===== src/rtl/fb_cmd_pkg.sv =====
// Shared definitions for the framebuffer command controller.
// Latency: n/a (constants, types and pure byte-rotate helpers only).
// Backpressure: n/a.
// Contents: opcode constants, FSM state encoding, 8-bit rotate helpers.
package fb_cmd_pkg;

  localparam logic [2:0] OP_NOP    = 3'd0;
  localparam logic [2:0] OP_LOAD   = 3'd1;
  localparam logic [2:0] OP_SET    = 3'd2;
  localparam logic [2:0] OP_CLR    = 3'd3;
  localparam logic [2:0] OP_XOR    = 3'd4;
  localparam logic [2:0] OP_ROTL   = 3'd5;
  localparam logic [2:0] OP_ROTR   = 3'd6;
  localparam logic [2:0] OP_COMMIT = 3'd7;

  typedef enum logic {
    IDLE    = 1'b0,
    PENDING = 1'b1
  } state_t;

  // Rotating a doubled copy keeps a shift of 0 a clean no-op.
  function automatic logic [7:0] rotl8(input logic [7:0] x, input logic [2:0] n);
    logic [15:0] w;
    w = {x, x} << n;
    return w[15:8];
  endfunction

  function automatic logic [7:0] rotr8(input logic [7:0] x, input logic [2:0] n);
    logic [15:0] w;
    w = {x, x} >> n;
    return w[7:0];
  endfunction

endpackage


===== src/rtl/vsync_edge_sync.sv =====
// Synchronises an asynchronous active-low vsync and flags the start of each pulse.
// Latency: frame_edge is high in the second cycle after vsync is first sampled low.
// Backpressure: none; frame_edge is a single-cycle strobe.
// Ports: clock, reset (sync, active-high), vga_vsync (async in), frame_edge (out).
module vsync_edge_sync (
  input  logic clock,
  input  logic reset,
  input  logic vga_vsync,
  output logic frame_edge
);

  logic r_s1;
  logic r_s2;
  logic r_s3;

  // Flops rest at 1 (vsync idle level) so leaving reset never fakes an edge.
  always_ff @(posedge clock) begin
    if (reset) begin
      r_s1 <= 1'b1;
      r_s2 <= 1'b1;
      r_s3 <= 1'b1;
    end else begin
      r_s1 <= vga_vsync;
      r_s2 <= r_s1;
      r_s3 <= r_s2;
    end
  end

  assign frame_edge = r_s3 & ~r_s2;

endmodule


===== src/rtl/fb_command_controller.sv =====
// Edits a shadow buffer via byte commands and swaps it to the displayed buffer at vsync.
// Latency: shadow updates on the accepting edge; swap registers two edges after vsync first samples low.
// Backpressure: cmd_ready drops while a COMMIT waits for the next frame boundary.
// Ports: clock/reset; cmd_valid/cmd_ready/cmd_op/cmd_data command channel;
//   scroll_en/scroll_dir auto-scroll control; vga_vsync frame timing input;
//   framebuffer, commit_pending, commit_done, frame_count status outputs.
module fb_command_controller
  import fb_cmd_pkg::*;
#(
  parameter logic [7:0] RESET_PATTERN = 8'h00,
  parameter int         SCROLL_FRAMES = 30,
  parameter int         FRAME_W       = 16
) (
  input  logic               clock,
  input  logic               reset,
  input  logic               cmd_valid,
  output logic               cmd_ready,
  input  logic [2:0]         cmd_op,
  input  logic [7:0]         cmd_data,
  input  logic               scroll_en,
  input  logic               scroll_dir,
  input  logic               vga_vsync,
  output logic [7:0]         framebuffer,
  output logic               commit_pending,
  output logic               commit_done,
  output logic [FRAME_W-1:0] frame_count
);

  localparam logic [7:0]         SCROLL_LAST = 8'(SCROLL_FRAMES - 1);
  localparam logic [FRAME_W-1:0] FC_ONE      = {{(FRAME_W-1){1'b0}}, 1'b1};

  state_t             r_state;
  state_t             w_state_nxt;
  logic               w_frame_edge;
  logic               w_accept;
  logic               w_swap;
  logic [7:0]         w_shadow_nxt;
  logic [7:0]         r_shadow;
  logic [7:0]         r_front;
  logic [7:0]         r_scroll_cnt;
  logic [FRAME_W-1:0] r_frame_count;
  logic               r_commit_done;

  vsync_edge_sync u_vsync_edge_sync (
    .clock      (clock),
    .reset      (reset),
    .vga_vsync  (vga_vsync),
    .frame_edge (w_frame_edge)
  );

  assign w_accept = cmd_valid & cmd_ready;

  always_ff @(posedge clock) begin
    if (reset) r_state <= IDLE;
    else       r_state <= w_state_nxt;
  end

  // A COMMIT accepted in IDLE ignores a coincident frame_edge: the swap can
  // only come from PENDING, so it naturally waits for the following boundary.
  always_comb begin
    w_state_nxt    = r_state;
    cmd_ready      = 1'b0;
    commit_pending = 1'b0;
    w_swap         = 1'b0;
    case (r_state)
      IDLE: begin
        cmd_ready = 1'b1;
        if (cmd_valid && (cmd_op == OP_COMMIT)) w_state_nxt = PENDING;
      end
      PENDING: begin
        commit_pending = 1'b1;
        if (w_frame_edge) begin
          w_swap      = 1'b1;
          w_state_nxt = IDLE;
        end
      end
      default: w_state_nxt = IDLE;
    endcase
  end

  always_comb begin
    w_shadow_nxt = r_shadow;
    case (cmd_op)
      OP_LOAD: w_shadow_nxt = cmd_data;
      OP_SET:  w_shadow_nxt = r_shadow | cmd_data;
      OP_CLR:  w_shadow_nxt = r_shadow & ~cmd_data;
      OP_XOR:  w_shadow_nxt = r_shadow ^ cmd_data;
      OP_ROTL: w_shadow_nxt = rotl8(r_shadow, cmd_data[2:0]);
      OP_ROTR: w_shadow_nxt = rotr8(r_shadow, cmd_data[2:0]);
      default: w_shadow_nxt = r_shadow;
    endcase
  end

  always_ff @(posedge clock) begin
    if (reset)         r_shadow <= RESET_PATTERN;
    else if (w_accept) r_shadow <= w_shadow_nxt;
  end

  // Front buffer: a swap outranks a scroll step and restarts the scroll count.
  always_ff @(posedge clock) begin
    if (reset) begin
      r_front       <= RESET_PATTERN;
      r_scroll_cnt  <= 8'd0;
      r_frame_count <= '0;
      r_commit_done <= 1'b0;
    end else begin
      r_commit_done <= w_swap;
      if (w_frame_edge) r_frame_count <= r_frame_count + FC_ONE;
      if (w_swap) begin
        r_front      <= r_shadow;
        r_scroll_cnt <= 8'd0;
      end else if (!scroll_en) begin
        r_scroll_cnt <= 8'd0;
      end else if (w_frame_edge) begin
        if (r_scroll_cnt == SCROLL_LAST) begin
          r_front      <= scroll_dir ? rotr8(r_front, 3'd1) : rotl8(r_front, 3'd1);
          r_scroll_cnt <= 8'd0;
        end else begin
          r_scroll_cnt <= r_scroll_cnt + 8'd1;
        end
      end
    end
  end

  assign framebuffer = r_front;
  assign commit_done = r_commit_done;
  assign frame_count = r_frame_count;

endmodule


===== config.mk =====
export PLATFORM = sky130hd
export DESIGN_NAME = fb_command_controller
export DESIGN_NICKNAME = d
export VERILOG_FILES = /design/src/rtl/fb_cmd_pkg.sv /design/src/rtl/vsync_edge_sync.sv /design/src/rtl/fb_command_controller.sv
export SDC_FILE = /design/constraint.sdc
export NUM_CORES = 1
export LEC_CHECK = 0
export CAP_MARGIN = 10
export CORE_MARGIN = 4
export CORE_UTILIZATION = 60
export DETAILED_ROUTE_END_ITERATION = 10
export PLACE_DENSITY = 0.87
export SYNTH_ARGS = -nofsm -noshare
export SYNTH_HDL_FRONTEND = slang
export SYNTH_HIERARCHICAL = 1
export SYNTH_SLANG_ARGS = --single-unit

===== constraint.sdc =====
create_clock -name clock -period 4.05 [get_ports clock]
set_clock_uncertainty 0.05 [all_clocks]
set_input_delay 1.0125 -clock clock [delete_from_list [all_inputs] [get_ports clock]]
set_output_delay 1.0125 -clock clock [all_outputs]
set_load 0.02 [all_outputs]

# Yosys cells after proc, flatten, opt, wreduce, memory -nomap -nowiden
# Index checks and enable logic that the tools add are counted.
# word_totals
output_inout_bits	27
in_bits	17
regBits	45
wordCells	52
# op_classes
shifts	2
add_sub_neg	2
muxes	14
n_reduce_logical	8
n_eq_ne	8
n_bitwise	9
# ops
cell	n
2-to-1 mux 8 bit	6
case mux 8 bit (6 select lines)	1
adder 16 x 1 -> 16 bit, second input constant	1
<< shifter 16 x 3 -> 16 bit	1
right shift 16 x 3 -> 8 bit	1
== test 3 bit, second input constant	4
adder 8 x 1 -> 8 bit, second input constant	1
bitwise AND 8 bit	1
== test 8 x 5 -> 1 bit, second input constant	1
inverter 8 bit	1
OR 8 bit	1
bitwise XOR 8 bit	1
== test 3 x 2 -> 1 bit, second input constant	2
2-to-1 mux 1 bit	6
nonzero test 2 bit	3
nonzero test 6 bit	1
== test 3 x 1 -> 1 bit, second input constant	1
inverter 1 bit	3
AND reduction 3 bit	1
OR reduction 3 bit	1
bitwise AND 1 bit	2
case mux 1 bit (2 select lines)	1
AND reduction 2 bit	1
logical AND 1 bit	1

# Depth between registers and ports, before layout
# Gate-level depths: netlist of the first run.
# logic_depth
word_depth	6
depth_mapped	8
depth_no_buf	6

# By module
# The synthesis of the first run kept the hierarchy.
# by_module_without_submodules
mod	area_each_um2	cells_each	n_inst	seq_area_each_um2
fb_command_controller	3311.9	373	1	840.8
vsync_edge_sync	85.1	7	1	60.1

# Worst setup path after synthesis of the first run
# Ideal clock, no wire load.
# synth_path
path_kind	input to register
from	input cmd_op[1]
to	register r_shadow[0]
path_buffers	3
t_arrival_ns	2.471
cell_stages	7
t_required_ns	3.912
setup_ns	0.088
setup_slack_ns	1.440
path_cell_list	buf_4 or2_2 buf_2 o211ai_2 buf_6 mux2_1 a311oi_2
# synth_via
elab_chain_len	3
word_cells_on_any_way	9
classes_between	eq/ne (6); mux (1); reduce/logical (2)
# synth_lines
element	line_no	text
start, declared	fb_command_controller.sv:18	input logic [2:0] cmd_op,
== test 3 bit, or another cell as far along	fb_command_controller.sv:83	case (cmd_op)
nonzero test 6 bit (no line)	n/a	
AND reduction 2 bit (no line)	n/a	
end signal, assigned	fb_command_controller.sv:96	else if (w_accept) r_shadow <= w_shadow_nxt;
end, declared	fb_command_controller.sv:38	logic [7:0] r_shadow;
# Several ways; a longest one is shown, not always the timed one.
# A chain may end at the register's enable or synchronous reset.

# Final worst setup path of the first run
# layout_path
from	input cmd_data[1]
to	register r_shadow[6]
# layout_via
elab_chain_len	2
word_cells_on_any_way	3
classes_between	shift (2); mux (1)
# layout_lines
element	line_no	text
start, declared	fb_command_controller.sv:19	input logic [7:0] cmd_data,
right shift 16 x 3 -> 8 bit / << shifter 16 x 3 -> 16 bit (equally long branches)	fb_cmd_pkg.sv:30, fb_cmd_pkg.sv:24	
case mux 8 bit (6 select lines) *	fb_command_controller.sv:83	
# Mark *: on every way between the ends. The rest lies on a longest branch, timed or not.

==> flow_summary_export.csv, run 1 <==
group,metric,value,unit
outcome,status,"complete, no violations",
detailed_routing,vias,3013,
floorplanning,initial_utilization,61.69,%
global_route,grt_pass1_wl,14020,um
critical_path,path_buf_inv,1,
cts,htree_levels,2,
critical_path,r2r_setup_slack,1.68,ns
timing,slew-limit-headroom,43.82,%
synthesis,yosysSeqAreaShare,26.52,%
hold_path,holdCritPathClass,"reg -> reg",
cts,clock_latency,0.30,ns
detailed_routing,wl,8315,um
placed_design,portBuffers,43,
placed_design,gp_congestion,0.9523,
placed_design,place_area,0.003806,mm2
timing,max_freq,0.3215,GHz
detailed_routing,antenna_left,0,
global_route,first_global_vias,2962,
hold_path,hold_start,"u_vsync_edge_sync/r_s1",
timing,setup_slack,0.9397,ns
synthesis,synth-main-ff-cell,"dfxtp_1",
critical_path,crit_fanout,20,
global_route,antenna_found_initial,0,
placed_design,pre_cts_ws,0.6829,ns
timing,fin_hold_ws,0.3636,ns
critical_path,worstReg2RegStart,"u_vsync_edge_sync/r_s3",
power_and_ir_drop,power_density,261.4,mW/mm2
critical_path,r2r-end,"framebuffer[2]",
floorplanning,io_pins,44,
critical_path,end_kind,"register",
cts,cts-root-buf,"clkbuf_8",
detailed_routing,first_iter_violations,240,
finish,fin_nets,448,
timing,rsz0062_at_grt,"false",
synthesis,synth_edf_count,0,
synthesis,synthCells,380,
detailed_routing,via_per_inst,6.212,
finish,multi_input_area,0.002231,mm2
detailed_routing,drc,0,
finish,drive_gt1_share,11.14,%
placed_design,dp_hpwl,6024,um
global_route,track_usage,23.91,%
critical_path,crit_chain,"clkdlybuf4s50_1 > mux4_1 > nand3_1 > nor4bb_1 > a311oi_1",
finish,final_util,71.30,%
detailed_routing,drt_pass1_iterations,5,
critical_path,path_class,"in -> reg",
floorplanning,core_area,0.005507,mm2
synthesis,synth_cell_types,61,
power_and_ir_drop,p_leak,1.573,nW
cts,cts_tree,"built",
synthesis,ys_ff_latch,45,
finish,diodes,0,
timing,min_period_over_period,76.80,%
synthesis,synth.area.top_cells,"dfxtp_1 (27%), mux4_1 (10%), ha_1 (7.0%), nor2_1 (5.3%), mux2_2 (4.6%)",
finish,final_area,0.003926,mm2
global_route,grt_max_degree,27,
finish,fin_cells,485,
synthesis,synthDominantCellAreaShare,26.52,%
synthesis,synth_top_cell_by_area,"dfxtp_1",
cts,ctsResizeCount,0,
power_and_ir_drop,peakVddDrop,187.1,uV
timing,min_period,3.110,ns
hold_path,hold_end,"u_vsync_edge_sync/r_s2",
global_route,grt_remaining_overflow,0,
synthesis,yosysWarningCount,6,
finish,regArea,900.9,um2
floorplanning,fp-row-count,27,
timing,tns,0,ns
synthesis,async_flop_share,0,%
floorplanning,dieWidth,83.25,um
timing,setup_violations,0,
critical_path,critPathTopFamily,"buffers and inverters",
floorplanning,die_y,83.25,um
power_and_ir_drop,power.total,1.026,mW
cts,cts_buffers,5,
cts,cts_hold_buf,0,
critical_path,worst_path_largest_cell_delay,1.02,ns
hold_path,hold_path_depth,1,
critical_path,worstPathArrival,3.23,ns
flow_run,drv_cap,0,
finish,area_growth,15.58,%
cts,clkSlewWorstSetupHoldPaths,0.09,ns
timing,worstMarginPinSlew,0.8400,ns
critical_path,required,4.17,ns
timing,hold_violations,0,
critical_path,worstRegToRegCells,6,
cts,postCtsSetupRepairBufs,0,
critical_path,startpoint,"cmd_data[1]",
critical_path,crit_slowest_cell,"clkdlybuf4s50_1",
synthesis,synth_area,0.003397,mm2
synthesis,synth_area_per_cell,8.939,um2
cts,cts_sinks,45,
detailed_routing,drt-wirelength-per-cell,17.14,um
synthesis,synthesis.nets,416,
cts,clock_path_buffers,2,
finish,fill_cells,402,
floorplanning,die-area,0.006930,mm2
critical_path,startpoint_type,"input pin",
timing,slew_viol_final,0,
placed_design,dp_cells,477,
[layout make-up]
class	count	share of cell area (%)
clock inverter	2	0.9560
clock buffer	6	2.103
multi-input combinational	285	56.82
tap	72	2.294
inverter	23	2.199
sequential	45	22.94
timing repair buffer	52	12.68
[routing by layer]
layer	vias to the layer above	share of wire [%]	track usage (%)
li1	1431	-	-
met1	1465	45	32.20
met4	0	1.1	6.984
met5	-	0	0
met2	106	48	38.34
met3	11	5.9	5.456
[registers in the layout (all words and copies together) (netlist names)]
| signal | count |
|---|---|
| commit_done | 1 |
| frame_count | 16 |
| framebuffer | 8 |
| r_scroll_cnt | 8 |
| r_shadow | 8 |
| r_state | 1 |
| u_vsync_edge_sync/r_s1 | 1 |
| u_vsync_edge_sync/r_s2 | 1 |
| u_vsync_edge_sync/r_s3 | 1 |
[worst max path at each step]
stage	slack, ns	endpoint	cells after the start
6_report	0.94	r_shadow[6]	5
5_1_grt	0.85	r_shadow[6]	5
4_1_cts	0.99	r_shadow[6]	5
3_5_place_dp	0.68	r_shadow[6]	5
3_3_place_gp	0.76	r_shadow[7]	5
2_1_floorplan	1.44	r_shadow[0]	7
[logic make-up after synthesis]
family | Yosys count | synth area share [%]
AO/OA/AOI/OAI | 70 | 14.44
XOR/XNOR | 17 | 4.383
adder cells (fa/ha/maj) | 19 | 6.998
buffers and inverters | 50 | 7.808
flip-flops | 45 | 26.52
multiplexers | 42 | 19.59
AND/OR/NAND/NOR | 137 | 20.26
[cells in the final DEF, fill, tap and decap left out, drive strengths merged, types with 3 or more instances in the layout]
master         netlist  routed
nand2b               5       5
nand2               25      25
mux2                17      17
clkbuf              12       6
clkdlybuf4s50        0      43
or2                 10      10
a22o                 3       3
nand3               11      11
xnor2                6       6
a211oi               5       5
nor2b                7       7
mux2i               11      11
dfxtp               45      45
xor2                11      11
or3                  3       3
a211o                5       5
and3                 5       5
mux4                14      14
nor3                 4       4
inv                 23      23
o21ai               17      17
a311oi               6       6
nor2                48      48
a21oi               17      17
or4                  3       3
nand4               10      10
buf                 15       9
o31ai                3       3
ha                  19      19
[cells in the mapped netlist, types with 2 or more instances]
cell type,number
a211o_1,5
a211oi_1,5
a21oi_1,17
a22o_1,3
a311o_1,2
a311oi_1,4
a311oi_2,2
and3_1,5
and4_1,2
buf_1,2
buf_2,5
buf_4,2
buf_6,5
clkbuf_1,8
clkbuf_2,2
clkbuf_4,2
dfxtp_1,45
ha_1,19
inv_1,22
mux2_1,3
mux2_2,14
mux2i_1,11
mux4_1,13
nand2_1,24
nand2b_1,5
nand3_1,10
nand4_1,9
nor2_1,48
nor2b_1,7
nor3_1,4
o21ai_0,17
o31ai_1,3
or2_1,3
or2_2,6
or3_1,3
or4_1,3
xnor2_1,6
xor2_1,11
[power breakdown]
group	total (mW)	switching, mW	internal, mW
Sequential	0.473	0.0218	0.451
Clock	0.357	0.156	0.201
Combinational	0.197	0.102	0.0951
[worst reg2reg max path, cell delays in order, from the launching register on]
cell	delay [ns]
dfxtp_1	0.31
nor2b_1	0.47
buf_4	0.26
nor4b_1	0.42
nand4_2	0.39
mux2i_1	0.26
o21ai_0	0.09
(Power assumes the default switching activity.)
==> run 2, diff against run 1 <==
- CORE_UTILIZATION: 60 -> 51
- PLACE_DENSITY: 0.87 -> 0.78
- clock period: 4.05 -> 2.73 ns (I/O delays scaled with it)
==> flow_summary_export.csv, run 2 (same netlist as run 1, synthesis figures left out) <==
group,metric,value,unit
hold_path,hold_start,"u_vsync_edge_sync/r_s1",
critical_path,r2r-end,"framebuffer[2]",
floorplanning,io_pins,44,
floorplanning,fp-row-count,29,
cts,cts_tree,"built",
cts,cts_buffers,5,
finish,fill_cells,541,
finish,final_area,0.003998,mm2
timing,slew-limit-headroom,60.88,%
critical_path,path_class,"in -> reg",
hold_path,hold_path_depth,1,
global_route,antenna_found_initial,0,
placed_design,pre_cts_ws,0.1018,ns
critical_path,worstReg2RegStart,"u_vsync_edge_sync/r_s3",
finish,area_growth,17.68,%
placed_design,portBuffers,43,
outcome,status,"complete, no violations",
global_route,grt_max_degree,26,
cts,cts_hold_buf,0,
global_route,grt_remaining_overflow,0,
power_and_ir_drop,power_frac_clock,30.5,%
power_and_ir_drop,p_leak,1.617,nW
detailed_routing,drc,0,
finish,fin_cells,501,
finish,fin_nets,459,
timing,setup_violations,0,
floorplanning,die_y,89.62,um
flow_run,drv_cap,0,
cts,clock_path_buffers,2,
global_route,track_usage,20.96,%
finish,multi_input_area,0.002231,mm2
detailed_routing,wl,8013,um
critical_path,end_kind,"register",
floorplanning,initial_utilization,52.89,%
floorplanning,die-area,0.008031,mm2
critical_path,required,2.87,ns
power_and_ir_drop,power_density,360.7,mW/mm2
cts,clock_latency,0.31,ns
finish,final_common_cell,"nor2_1",
timing,min_period_over_period,84.79,%
timing,max_freq,0.4320,GHz
hold_path,holdCritPathClass,"reg -> reg",
power_and_ir_drop,p_comb_share,20.9,%
placed_design,dp_hpwl,5762,um
critical_path,worstRegToRegCells,6,
global_route,grt_pass1_wl,13330,um
power_and_ir_drop,p_sw_share,30.35,%
finish,largest_reg_flops,16,
timing,rsz0062_at_grt,"false",
cts,htree_levels,2,
timing,tns,0,ns
finish,regArea,900.9,um2
placed_design,gp_congestion,0.9074,
power_and_ir_drop,power.total,1.442,mW
cts,cts-root-buf,"clkbuf_8",
detailed_routing,drt_pass1_iterations,5,
detailed_routing,first_iter_violations,204,
power_and_ir_drop,switchingPower,437.7,uW
critical_path,worstPathArrival,2.45,ns
timing,hold_violations,0,
cts,cts_sinks,45,
finish,final_cell_mix,"nor2_1 (48), dfxtp_1 (45), clkdlybuf4s50_1 (43)",
detailed_routing,vias,2989,
critical_path,r2r_setup_slack,0.71,ns
finish,diodes,0,
hold_path,hold_end,"u_vsync_edge_sync/r_s2",
power_and_ir_drop,peakVddDrop,210.6,uV
timing,slew_viol_final,0,
detailed_routing,antenna_left,0,
floorplanning,dieWidth,89.62,um
global_route,first_global_vias,2838,
finish,drive_gt1_share,13.44,%
cts,ctsResizeCount,0,
floorplanning,core_area,0.006422,mm2
timing,min_period,2.315,ns
power_and_ir_drop,p_int,1.004,mW
cts,clkSlewWorstSetupHoldPaths,0.10,ns
detailed_routing,via_per_inst,5.966,
placed_design,place_area,0.003908,mm2
placed_design,dp_cells,493,
critical_path,crit_fanout,8,
timing,worstMarginPinSlew,0.5846,ns
cts,postCtsSetupRepairBufs,0,
timing,setup_slack,0.4153,ns
critical_path,startpoint_type,"input pin",
power_and_ir_drop,seqPwrFrac,48.6,%
detailed_routing,drt-wirelength-per-cell,15.99,um
[run 2: cell count changes in the layout (fill, tap and decap cells not counted), sizes merged]
cell    change
buf        +11
bufinv      -1
clkbuf      -1
clkinv      +1
inv         +1
[run 2: worst max-delay path by stage]
stage                     start  depth (start not counted)          end
finish              cmd_data[0]                          5  r_shadow[5]
global route        cmd_data[0]                          5  r_shadow[5]
CTS                 cmd_data[0]                          5  r_shadow[5]
detailed placement  cmd_data[0]                          5  r_shadow[5]
global placement    cmd_data[0]                          5  r_shadow[5]
floorplan             cmd_op[1]                          7  r_shadow[0]
[run 2: metal layers]
metal	track usage, %	up-vias	routed length (um)
met5	0	-	0
met4	7.848	0	116
met3	4.197	12	590
met2	32.31	110	3665
met1	29.02	1409	3640
li1	-	1458	-
[run 2: area by class of cell]
| cell class | instances | share of cell area [%] |
|---|---|---|
| clock inverters | 3 | 0.5321 |
| repair buffers | 63 | 14.84 |
| clock buffers | 5 | 1.721 |
| well taps | 77 | 2.410 |
| flip-flops and latches | 45 | 22.54 |
| inverters | 23 | 2.160 |
| multi-input cells | 285 | 55.81 |
[run 2: worst max-delay path, stage by stage]
cell             delay [ns]
clkdlybuf4s50_1        0.47
buf_4                  0.17
mux4_1                 0.58
a2111oi_0              0.40
a311oi_1               0.14
[run 2: power groups by stage]
stage | Sequential (mW) | Clock [mW] | Combinational [mW]
detailed placement | 0.714 | 0 | 0.298
floorplan | 0.701 | 0 | 0.223
CTS | 0.699 | 0.447 | 0.299
global placement | 0.713 | 0 | 0.291
global route | 0.703 | 0.473 | 0.332
finish | 0.700 | 0.440 | 0.302
[run 2: through the flow]
stage          utilization [%]  hold WS, ns
2_1_floorplan                -       0.3354
3_3_place_gp             60.84       0.3442
3_5_place_dp             60.84       0.3547
4_1_cts                  62.24       0.3704
5_1_grt                  62.24       0.3884
6_report                 62.24       0.3758
==> run 3, diff against run 2 <==
- clock period: 2.73 -> 2 ns (I/O delays scaled with it)
==> flow_summary_export.csv, run 3 (same netlist as run 1, synthesis figures left out) <==
group,metric,value,unit
outcome,status,"complete, no violations",
global_route,grt_max_degree,18,
finish,diodes,0,
timing,hold_violations,0,
detailed_routing,drc,0,
finish,final_util,68.05,%
finish,fill_cells,512,
cts,cts-root-buf,"clkbuf_8",
cts,htree_levels,2,
floorplanning,dieWidth,89.62,um
finish,largest_reg_flops,16,
global_route,antenna_found_initial,0,
critical_path,worstRegToRegCells,4,
timing,slew-limit-headroom,61.75,%
finish,drive_gt1_share,22.59,%
cts,clock_latency,0.30,ns
timing,worstMarginPinSlew,0.5717,ns
timing,min_period,1.958,ns
hold_path,hold_path_depth,1,
hold_path,hold_end,"u_vsync_edge_sync/r_s2",
timing,setup_slack,0.04193,ns
critical_path,end_kind,"register",
placed_design,dp_cells,520,
critical_path,startpoint_type,"input pin",
detailed_routing,drt-wirelength-per-cell,16.92,um
cts,cts_hold_buf,0,
detailed_routing,antenna_left,0,
floorplanning,initial_utilization,52.89,%
detailed_routing,via_per_inst,5.961,
hold_path,holdCritPathClass,"reg -> reg",
detailed_routing,first_iter_violations,275,
floorplanning,die_y,89.62,um
critical_path,worstReg2RegStart,"r_shadow[3]",
floorplanning,fp-row-count,29,
floorplanning,io_pins,44,
cts,cts_sinks,45,
critical_path,worstPathArrival,2.07,ns
hold_path,hold_start,"u_vsync_edge_sync/r_s1",
global_route,track_usage,23.28,%
critical_path,path_class,"in -> reg",
critical_path,crit_fanout,4,
power_and_ir_drop,power_density,502.9,mW/mm2
timing,setup_violations,0,
timing,slew_viol_final,0,
placed_design,portBuffers,43,
placed_design,place_area,0.004125,mm2
timing,min_period_over_period,97.90,%
critical_path,required,2.11,ns
finish,regArea,900.9,um2
timing,rsz0062_at_grt,"false",
finish,multi_input_area,0.002297,mm2
finish,area_growth,28.66,%
global_route,grt_remaining_overflow,0,
global_route,grt_pass1_wl,14830,um
finish,fin_nets,491,
critical_path,r2r_setup_slack,0.13,ns
placed_design,pre_cts_ws,-0.5154,ns
cts,clock_path_buffers,2,
finish,final_area,0.004370,mm2
global_route,first_global_vias,3064,
finish,final_cell_mix,"nor2_1 (48), dfxtp_1 (45), buf_4 (45)",
placed_design,gp_congestion,0.9014,
timing,max_freq,0.5107,GHz
finish,fin_cells,533,
cts,cts_tree,"built",
cts,clkSlewWorstSetupHoldPaths,0.09,ns
power_and_ir_drop,peakVddDrop,300.7,uV
floorplanning,core_area,0.006422,mm2
floorplanning,die-area,0.008031,mm2
detailed_routing,wl,9019,um
flow_run,drv_cap,0,
placed_design,dp_hpwl,6475,um
critical_path,r2r-end,"r_shadow[5]",
power_and_ir_drop,p_leak,1.843,nW
detailed_routing,drt_pass1_iterations,5,
cts,cts_buffers,5,
detailed_routing,vias,3177,
finish,final_common_cell,"nor2_1",
## run 3: worst max-delay path by stage
stage | cells past startpoint | endpoint | start
2_1_floorplan | 7 | r_shadow[0] | cmd_op[1]
3_3_place_gp | 5 | r_shadow[5] | cmd_data[0]
3_5_place_dp | 5 | r_shadow[5] | cmd_data[0]
4_1_cts | 6 | framebuffer[1] | u_vsync_edge_sync/r_s3
5_1_grt | 7 | r_shadow[6] | cmd_data[6]
6_report | 7 | r_shadow[0] | cmd_valid
## run 3: critical path, stage by stage
cell and delay [ns]:
clkdlybuf4s50_1 0.46, nor2b_1 0.13, buf_4 0.17, o211ai_2 0.16, buf_4 0.18, a211oi_1 0.32, a311oi_2 0.15
## run 3: final cells by class
type	count	share of cell area (%)
Timing Repair Buffer	94	19.90
Multi-Input combinational cell	286	52.56
Clock buffer	6	1.889
Tap cell	77	2.204
Sequential cell	45	20.61
Inverter	23	1.975
Clock inverter	2	0.8589
## run 3: repair_timing
| action | CTS | global route |
|---|---|---|
| pin swaps | 2 | 3 |
| buffers inserted | 3 | 0 |
| cloned | 2 | 0 |
| setup endpoints to repair | 8 | 18 |
| gates resized for setup | 15 | 15 |
## run 3: metrics by stage
step | hold slack [ns] | power (mW) | setup TNS, ns
floorplan | 0.3354 | 1.269 | 0
global placement | 0.3379 | 1.423 | -3.028
detailed placement | 0.3500 | 1.439 | -3.336
CTS | 0.3792 | 2.191 | 0
global route | 0.3920 | 2.297 | 0
finish | 0.3800 | 2.198 | 0
## run 3: power breakdown
group          total (mW)  leakage (nW)  internal (mW)  switching [mW]
clock               0.725        0.0574          0.406           0.319
sequential          0.942         0.364          0.914          0.0284
combinational       0.530          1.42          0.274           0.256
## run 3: per-layer routing
layer  GRT usage (%)  up-vias  wire (um)
met5               0        -          0
met4           4.330        0         90
met3           3.558       10        539
met2           37.97      114       4309
met1           32.98     1535       4078
li1                -     1518          -
